[src/rtl/mac_seq_pkg.sv]
// rtl/mac_seq_pkg.sv - shared types and widths for the bf16 MAC vector sequencer
package mac_seq_pkg;

    localparam int IDX_W_DEF   = 11;
    localparam int TIMEOUT_DEF = 64;
    localparam int BF16_W      = 16;
    localparam int FP32_W      = 32;

    typedef enum logic [2:0] {
        IDLE,
        FETCH,
        LOAD,
        ISSUE,
        WAIT,
        DONE
    } state_t;

endpackage

[src/rtl/mac_seq_watchdog.sv]
// rtl/mac_seq_watchdog.sv - cycle counter that flags the TIMEOUT-th enabled cycle since clear
module mac_seq_watchdog #(
    parameter int TIMEOUT = 64
) (
    input  logic clk,
    input  logic rst_n,
    input  logic clear,
    input  logic enable,
    output logic expired
);

    localparam int CW = $clog2(TIMEOUT + 1);

    logic [CW-1:0] count;

    // expired is high during the TIMEOUT-th enabled cycle after clear; the count then holds
    always_ff @(posedge clk) begin
        if (!rst_n || clear) begin
            count <= '0;
        end else if (enable && !expired) begin
            count <= count + CW'(1);
        end
    end

    assign expired = (count == CW'(TIMEOUT - 1));

endmodule

[src/rtl/mac_vec_sequencer.sv]
// rtl/mac_vec_sequencer.sv - fetch/issue/wait/compare sequencer for the bf16 MAC (option: MAC_SEQ_FAIL_CAPTURE_EN)
module mac_vec_sequencer
    import mac_seq_pkg::*;
#(
    parameter int IDX_W   = IDX_W_DEF,
    parameter int TIMEOUT = TIMEOUT_DEF
) (
    input  logic              CLK,
    input  logic              RST_N,
    input  logic              start,
    input  logic [IDX_W-1:0]  num_vec,
    output logic [IDX_W-1:0]  vec_addr,
    input  logic [BF16_W-1:0] vec_a,
    input  logic [BF16_W-1:0] vec_b,
    input  logic [FP32_W-1:0] vec_c,
    input  logic [FP32_W-1:0] vec_exp,
    output logic [BF16_W-1:0] mac_a,
    output logic [BF16_W-1:0] mac_b,
    output logic [FP32_W-1:0] mac_c,
    output logic              EN_mac,
    input  logic              RDY_mac,
    input  logic [FP32_W-1:0] mac_result,
    input  logic              mac_valid,
    output logic              busy,
    output logic              done,
    output logic [IDX_W-1:0]  pass_cnt,
    output logic [IDX_W-1:0]  fail_cnt,
    output logic              timeout_err
`ifdef MAC_SEQ_FAIL_CAPTURE_EN
    ,
    output logic [IDX_W-1:0]  first_fail_idx,
    output logic [FP32_W-1:0] first_fail_got,
    output logic [FP32_W-1:0] first_fail_exp
`endif
);

    state_t state, state_nx;

    logic [IDX_W-1:0]  num_lat;
    logic [IDX_W-1:0]  idx;
    logic [FP32_W-1:0] exp_r;

    logic accept;
    logic xfer;
    logic resp;
    logic abort;
    logic last;
    logic match;
    logic wd_expired;

    assign last     = (idx == num_lat - IDX_W'(1));
    assign match    = (mac_result == exp_r);
    assign vec_addr = idx;
    assign EN_mac   = (state == ISSUE);

    always_ff @(posedge CLK) begin
        if (!RST_N) begin
            state <= IDLE;
        end else begin
            state <= state_nx;
        end
    end

    always_comb begin
        state_nx = state;
        accept   = 1'b0;
        xfer     = 1'b0;
        resp     = 1'b0;
        abort    = 1'b0;
        case (state)
            IDLE, DONE: begin
                if (start) begin
                    accept   = 1'b1;
                    state_nx = (num_vec == '0) ? DONE : FETCH;
                end
            end
            FETCH: state_nx = LOAD;
            LOAD:  state_nx = ISSUE;
            ISSUE: begin
                if (RDY_mac) begin
                    xfer     = 1'b1;
                    state_nx = WAIT;
                end
            end
            WAIT: begin
                // a result arriving in the final watchdog cycle still counts
                if (mac_valid) begin
                    resp     = 1'b1;
                    state_nx = last ? DONE : FETCH;
                end else if (wd_expired) begin
                    abort    = 1'b1;
                    state_nx = DONE;
                end
            end
            default: state_nx = IDLE;
        endcase
    end

    mac_seq_watchdog #(
        .TIMEOUT (TIMEOUT)
    ) u_watchdog (
        .clk     (CLK),
        .rst_n   (RST_N),
        .clear   (xfer),
        .enable  (state == WAIT),
        .expired (wd_expired)
    );

    always_ff @(posedge CLK) begin
        if (!RST_N) begin
            num_lat     <= '0;
            idx         <= '0;
            mac_a       <= '0;
            mac_b       <= '0;
            mac_c       <= '0;
            exp_r       <= '0;
            busy        <= 1'b0;
            done        <= 1'b0;
            pass_cnt    <= '0;
            fail_cnt    <= '0;
            timeout_err <= 1'b0;
        end else begin
            if (accept) begin
                num_lat     <= num_vec;
                idx         <= '0;
                pass_cnt    <= '0;
                fail_cnt    <= '0;
                timeout_err <= 1'b0;
                done        <= 1'b0;
                busy        <= 1'b1;
            end else if (state == DONE) begin
                busy <= 1'b0;
                done <= 1'b1;
            end
            // memory data for vec_addr lands during LOAD
            if (state == LOAD) begin
                mac_a <= vec_a;
                mac_b <= vec_b;
                mac_c <= vec_c;
                exp_r <= vec_exp;
            end
            if (resp) begin
                if (match) begin
                    if (~&pass_cnt) pass_cnt <= pass_cnt + IDX_W'(1);
                end else begin
                    if (~&fail_cnt) fail_cnt <= fail_cnt + IDX_W'(1);
                end
                if (!last) idx <= idx + IDX_W'(1);
            end
            if (abort) timeout_err <= 1'b1;
        end
    end

`ifdef MAC_SEQ_FAIL_CAPTURE_EN
    logic captured;

    always_ff @(posedge CLK) begin
        if (!RST_N || accept) begin
            captured       <= 1'b0;
            first_fail_idx <= '0;
            first_fail_got <= '0;
            first_fail_exp <= '0;
        end else if (resp && !match && !captured) begin
            captured       <= 1'b1;
            first_fail_idx <= idx;
            first_fail_got <= mac_result;
            first_fail_exp <= exp_r;
        end
    end
`endif

endmodule

[config.mk]
export PLATFORM = sky130hd
export DESIGN_NAME = mac_vec_sequencer
export DESIGN_NICKNAME = d
export VERILOG_FILES = /design/src/rtl/mac_seq_pkg.sv /design/src/rtl/mac_seq_watchdog.sv /design/src/rtl/mac_vec_sequencer.sv
export SDC_FILE = /design/constraint.sdc
export NUM_CORES = 1
export LEC_CHECK = 0
export CELL_PAD_IN_SITES_DETAIL_PLACEMENT = 1
export CELL_PAD_IN_SITES_GLOBAL_PLACEMENT = 1
export CORE_ASPECT_RATIO = 0.7
export CORE_MARGIN = 2
export CORE_UTILIZATION = 33
export DETAILED_ROUTE_END_ITERATION = 10
export PLACE_DENSITY = 0.82
export SLEW_MARGIN = 20
export SYNTH_ARGS = -nofsm -noshare
export SYNTH_HDL_FRONTEND = slang
export SYNTH_HIERARCHICAL = 1
export SYNTH_SLANG_ARGS = --single-unit
[constraint.sdc]
create_clock -name CLK -period 3.1 [get_ports CLK]
set_clock_uncertainty 0.15 [all_clocks]
set_input_delay 0.465 -clock CLK [delete_from_list [all_inputs] [get_ports CLK]]
set_output_delay 0.465 -clock CLK [all_outputs]
set_load 0.005 [all_outputs]
==> flow_summary.toml, run 1 <==
[synthesis]
yosysSeqAreaShare_pct = 43.0
netlist.area_leader.share_pct = 43.0
synth_ff_type = "dfxtp_1"
synthDistinctLibCells = 62
syn-num-nets = 1017
yosys.area_share.simple_pct = 25.5
yosysWarnings = 6
synth_area_leaders = "dfxtp_1 43%, nand2_1 13%, a21boi_0 11%"
async_flop_share_pct = 0
netlist_area_um2 = 7120
synth_edf_count = 0
synth-adder-area-share_pct = 0.879
synthMuxAreaShare_pct = 1.44
synth_top_area_cell = "dfxtp_1"
synth-seq-cells = 153
synth-compound-area-share_pct = 18.9
synth_cells = 868
avgSynthCellArea_um2 = 8.20
synth-xor-area-share_pct = 6.52
synth_top_family_by_area = "simple AND/OR/NAND/NOR gates"

[clock_network]
insertion_delay_ns = 0.43
clock_tree.buffer_depth = 2
htreeDepth = 4
postCtsSetupRepairBufs = 0
cts_made_buffers = 17
cts_root_buffer = "clkbuf_16"
hold_buffers = 0
ctsResizeCount = 0
cts.reportedPaths.clkPinSlew_ns = 0.07
cts_tree = "done"
numClockSinks = 153

[placed_design]
place_hpwl_um = 17100
dp_cells = 1351
portBuffers = 244
gp_congestion = 0.788

[global_route]
grt_usage_pct = 20.1
grt_pass1_vias = 6860
overflow = 0
antenna_found_initial = 0
grt_pass1_wl_um = 36900
grt_max_degree = 97

[worst_setup_path]
path_buf_inv = 1
crit_chain = "inv_1 -> ha_1 -> or4b_4 -> nor3b_2 -> xnor2_1 -> nor4_4 -> and3_1 -> o21a_4 -> a221o_1"
start_kind = "register"
worstPathMaxFanout = 7
crit_slowest_cell = "or4b_4"
end_kind = "register"
crit_type = "reg2reg"
critPathArrivalTime_ns = 2.91
crit_required_ns = 3.27
slowest_delay_ns = 0.49
crit_family = "simple AND/OR/NAND/NOR gates"

[job]
drv_cap = 0

[drt]
wl_um = 23300
routed_via_density = 4.97
drcViolationCount = 0
firstDrtPassIters = 4
vias = 6867
ant_nets = 0
first_iter_violations = 285
wl_per_cell_um = 16.8

[power_and_ir_drop]
power.density_nw_per_um2 = 636
ir_drop_v = 0.000415
leakage_nw = 3.77

[cells_and_area]
drive_gt1_share_pct = 5.78
nNetsFinal = 1243
area_growth_pct = 45.9
layout_common_cells = "249 x nand2_1, 243 x clkdlybuf4s50_1, 153 x dfxtp_1"
layout.cells.non_filler = 1383
layout_commonest_cell = "nand2_1"
antennaDiodeCount = 0
fillers = 2469

[sta]
finalCritPeriodShare_pct = 88.4
rsz0062_at_grt = "false"
slew_headroom_pct = 52.7
holdWs_ns = 0.311
max_freq_mhz = 365
drv_slew = 0
period_minus_slack_ns = 2.74
tightest_slew_ns = 0.708
finalHoldViolCount = 0
setup_viol = 0

[floorplanning]
row_count = 44
die_height_um = 127
core-area_um2 = 20900
die-area_um2 = 22800
io_pins = 245
dieWidth_um = 180
start_util_pct = 34.0

[run_status]
run_status = "finished, final reports clean"

[worst_hold_path]
hold_path.class = "reg2reg"
-- worst register-to-register path: stages (launching register included) --
cell and delay [ns]:
dfxtp_1 0.37, inv_1 0.08, ha_1 0.15, or4b_4 0.49
nor3b_2 0.19, xnor2_1 0.21, nor4_4 0.10, and3_1 0.29
o21a_4 0.26, a221o_1 0.34
-- worst paths after layout --
check	start	to	slack [ns]	depth (start not counted)
setup / recovery	num_lat[0]$_SDFFE_PN0P_	vec_addr[2]$_SDFF_PN0_	0.36	9
hold reg to reg	mac_c[16]$_SDFFE_PN0P_	mac_c[16]$_SDFFE_PN0P_	0.31	2
setup reg to reg	num_lat[0]$_SDFFE_PN0P_	vec_addr[2]$_SDFF_PN0_	0.36	9
hold / removal	mac_c[16]$_SDFFE_PN0P_	mac_c[16]$_SDFFE_PN0P_	0.31	2
-- power by group --
part / internal, mW / leakage [nW] / switching (mW) / total [mW]
clock network: 1.06 / 0.276 / 0.942 / 2.00
logic: 0.993 / 2.26 / 1.13 / 2.12
registers: 2.27 / 1.24 / 0.212 / 2.48
-- final cells by class --
| class | count | area [um2] | area share, % |
|---|---|---|---|
| flip-flops and latches | 153 | 3060 | 29.5 |
| inverters | 17 | 63.8 | 0.615 |
| multi-input cells | 649 | 3800 | 36.6 |
| clock buffers | 17 | 425 | 4.10 |
| clock inverters | 15 | 130 | 1.25 |
| repair buffers | 256 | 2550 | 24.6 |
| well taps | 276 | 345 | 3.33 |
-- layer usage --
| metal | vias to the layer above | part of all wire (%) | GRT usage [%] | wire length (um) |
|---|---|---|---|---|
| met5 | - | 0 | 0 | 0 |
| met4 | 0 | 1.3 | 5.40 | 297 |
| met3 | 21 | 6.6 | 6.17 | 1550 |
| met2 | 178 | 44 | 32.6 | 10300 |
| met1 | 3276 | 48 | 26.1 | 11100 |
| li1 | 3392 | - | - | - |
-- kinds of logic after synthesis --
| kind of cell | Yosys count |
|---|---|
| xor gates and xnor gates | 53 |
| muxes | 10 |
| buffers and inverters | 66 |
| and+or+nand+nor | 397 |
| AOI/OAI and AO/OA | 184 |
| adders and majority gates | 5 |
| DFF | 153 |
-- through the flow --
| stage | instance area [um2] | utilization [%] | power, mW | setup TNS (ns) | setup slack [ns] |
|---|---|---|---|---|---|
| floorplan | 7120 | - | 3.70 | 0 | 0.435 |
| global placement | 9820 | 47.0 | 4.60 | -0.0410 | -0.0321 |
| detailed placement | 9820 | 47.0 | 4.67 | -0.155 | -0.110 |
| CTS | 10400 | 49.6 | 6.70 | 0 | 0.344 |
| global route | 10400 | 49.6 | 7.01 | 0 | 0.220 |
| finish | 10400 | 49.6 | 6.60 | 0 | 0.360 |
-- synth_stat cells, types with 2 or more instances --
cell type	n
and4_1	4
nor3_1	11
o211ai_1	3
nor4bb_1	2
mux2i_1	8
nor2_1	31
buf_1	6
nor2b_1	6
o311ai_0	3
inv_1	17
a21oi_1	7
a31oi_1	8
o21a_1	2
a221o_1	2
o31a_1	2
and3b_1	2
a41oi_1	2
ha_1	5
nand2_1	249
nand3b_1	2
xnor2_1	12
o21bai_1	2
nand3_1	23
xor2_1	41
and3_1	12
clkbuf_1	40
o31ai_1	3
a22o_2	2
a21bo_2	2
dfxtp_1	153
nand4_1	9
o21ai_0	27
and2_1	14
and2_2	2
nand2b_1	6
nor4_1	13
a21boi_0	109
mux2_2	2
-- state kept, by name (all words and copies together), names as in the netlist --
name / cells
mac_a: 16
timeout_err: 1
state: 3
fail_cnt: 11
u_watchdog/count: 7
mac_c: 32
exp_r: 32
pass_cnt: 11
mac_b: 16
busy: 1
vec_addr: 11
num_lat: 11
done: 1
No activity file was read; power rests on OpenSTA's default activity.
==> run 2: changes to the inputs <==
--- a/config.mk
+++ b/config.mk
@@ -9,11 +9,10 @@
 export CELL_PAD_IN_SITES_GLOBAL_PLACEMENT = 1
 export CORE_ASPECT_RATIO = 0.7
 export CORE_MARGIN = 2
-export CORE_UTILIZATION = 33
+export CORE_UTILIZATION = 32
 export DETAILED_ROUTE_END_ITERATION = 10
 export PLACE_DENSITY = 0.82
 export SLEW_MARGIN = 20
 export SYNTH_ARGS = -nofsm -noshare
 export SYNTH_HDL_FRONTEND = slang
-export SYNTH_HIERARCHICAL = 1
 export SYNTH_SLANG_ARGS = --single-unit
==> flow_summary.toml, run 2 <==
[sta]
period_minus_slack_ns = 2.91
tightest_slew_ns = 0.751
max_freq_mhz = 344
finalHoldViolCount = 0
setup_viol = 0
holdWs_ns = 0.304
slew_headroom_pct = 49.9
finalCritPeriodShare_pct = 93.9
setup_ws_ns = 0.189
finalSetupTns_ns = 0
drv_slew = 0
rsz0062_at_grt = "false"

[cells_and_area]
layout.cells.non_filler = 1376
regArea_um2 = 3060
antennaDiodeCount = 0
utilization_pct = 49.0
layout_common_cells = "247 x nand2_1, 244 x clkdlybuf4s50_1, 153 x dfxtp_1"
reg_top3 = "exp_r x32, mac_c x32"
layout_commonest_cell = "nand2_1"
multiInputGateArea_um2 = 3440
drive_gt1_share_pct = 6.45
area_growth_pct = 50.4
nNetsFinal = 1238
fillers = 2485
postLayoutCellArea_um2 = 10100

[drt]
drcViolationCount = 0
ant_nets = 0
firstDrtPassIters = 4
routed_via_density = 4.99
wl_per_cell_um = 17.0
wl_um = 23400
vias = 6871
first_iter_violations = 423

[worst_setup_path]
startpoint = "num_lat[1]$_SDFFE_PN0P_"
crit_type = "reg2reg"
crit_end = "vec_addr[6]$_SDFF_PN0_"
r2r_slack_ns = 0.19
crit_required_ns = 3.31
critPathArrivalTime_ns = 3.12
worstPathMaxFanout = 13
start_kind = "register"
r2r_end = "vec_addr[6]$_SDFF_PN0_"
reg2reg_depth = 9
end_kind = "register"
r2r_start = "num_lat[1]$_SDFFE_PN0P_"

[floorplanning]
die_height_um = 125
die-area_um2 = 22300
row_count = 44
core-area_um2 = 20700
dieWidth_um = 178
io_pins = 245
start_util_pct = 32.6

[placed_design]
dp_cells = 1346
portBuffers = 244
place_ws_ns = 0.169
place_hpwl_um = 17300
dpl-instance-area_um2 = 9560
gp_congestion = 0.812

[clock_network]
cts_made_buffers = 17
numClockSinks = 153
postCtsSetupRepairBufs = 0
ctsResizeCount = 0
insertion_delay_ns = 0.41
htreeDepth = 4
clock_tree.buffer_depth = 2
cts_tree = "done"
cts.reportedPaths.clkPinSlew_ns = 0.07
cts_root_buffer = "clkbuf_16"
hold_buffers = 0

[synthesis]
synth_cells = 852
yosysSeqAreaShare_pct = 45.4
synth_common_cells = "248 x nand2_1, 153 x dfxtp_1, 120 x a21oi_1, 45 x xor2_1, 36 x clkbuf_1"
avgSynthCellArea_um2 = 7.92
yosysMostFrequentCell = "nand2_1"
async_flop_share_pct = 0
synth_ff_type = "dfxtp_1"
netlist_area_um2 = 6740
syn-num-nets = 1001
synth-seq-cells = 153
synth_area_leaders = "dfxtp_1 45%, nand2_1 14%, a21oi_1 8.9%"
synth_top_area_cell = "dfxtp_1"
netlist.area_leader.share_pct = 45.4
yosysWarnings = 0
synthDistinctLibCells = 62
synth_edf_count = 0

[global_route]
grt_usage_pct = 21.0
antenna_found_initial = 0
grt_pass1_wl_um = 37100
grt_pass1_vias = 6988
grt_max_degree = 66
overflow = 0

[job]
drv_cap = 0

[power_and_ir_drop]
ir_drop_v = 0.000286
power.density_nw_per_um2 = 589
leakage_nw = 3.74
power_mw = 5.97

[worst_hold_path]
hold_path.class = "reg2reg"

[run_status]
run_status = "finished, final reports clean"
## run 2: report_power, final
| part | internal [mW] | switching, mW |
|---|---|---|
| clock | 1.26 | 0.852 |
| combinational | 0.731 | 0.786 |
| sequential | 2.18 | 0.160 |
| total | 4.17 | 1.80 |
## run 2: metal layers
metal | vias up | wire length [um] | GRT usage (%)
li1 | 3379 | - | -
met1 | 3292 | 10500 | 26.9
met2 | 183 | 10500 | 33.2
met3 | 17 | 2150 | 8.39
met4 | 0 | 247 | 4.82
met5 | - | 0 | 0
## run 2: cells by family (layout without fill, tap and decap cells)
family          Yosys count  after routing  share of synthesized area [%]
xor+xnor                 54             54                           7.01
mux                       3              3                          0.445
fa+ha+maj                 5              5                          0.928
simple gates            384            384                           25.4
buf+inv                  65            313                           3.78
compound gates          188            188                           17.1
flops                   153            153                           45.4
## run 2: worst min path at each step
stage / start / cells past startpoint / to / slack, ns
3_5_place_dp: mac_b[13]$_SDFFE_PN0P_ / 2 / mac_b[13]$_SDFFE_PN0P_ / 0.30
2_1_floorplan: exp_r[0]$_SDFFE_PN0P_ / 2 / exp_r[0]$_SDFFE_PN0P_ / 0.30
5_1_grt: mac_c[3]$_SDFFE_PN0P_ / 2 / mac_c[3]$_SDFFE_PN0P_ / 0.32
3_3_place_gp: mac_c[23]$_SDFFE_PN0P_ / 2 / mac_c[23]$_SDFFE_PN0P_ / 0.29
4_1_cts: mac_c[21]$_SDFFE_PN0P_ / 2 / mac_c[21]$_SDFFE_PN0P_ / 0.31
6_report: mac_c[21]$_SDFFE_PN0P_ / 2 / mac_c[21]$_SDFFE_PN0P_ / 0.30
## run 2: layout make-up
type | count | share of cell area (%)
multi-input cells | 634 | 33.9
flip-flops and latches | 153 | 30.2
repair buffers | 270 | 26.3
clock buffers | 19 | 4.27
well taps | 276 | 3.41
clock inverters | 11 | 1.48
inverters | 13 | 0.506
## run 2: critical path, stage by stage (launching register included)
cell and delay, ns:
dfxtp_1 0.36, inv_1 0.07, ha_1 0.15, or4b_4 0.48, o21a_1 0.18, o2111ai_1 0.29
a2111oi_4 0.09, a211oi_2 0.68, and3_2 0.31, a221o_1 0.10
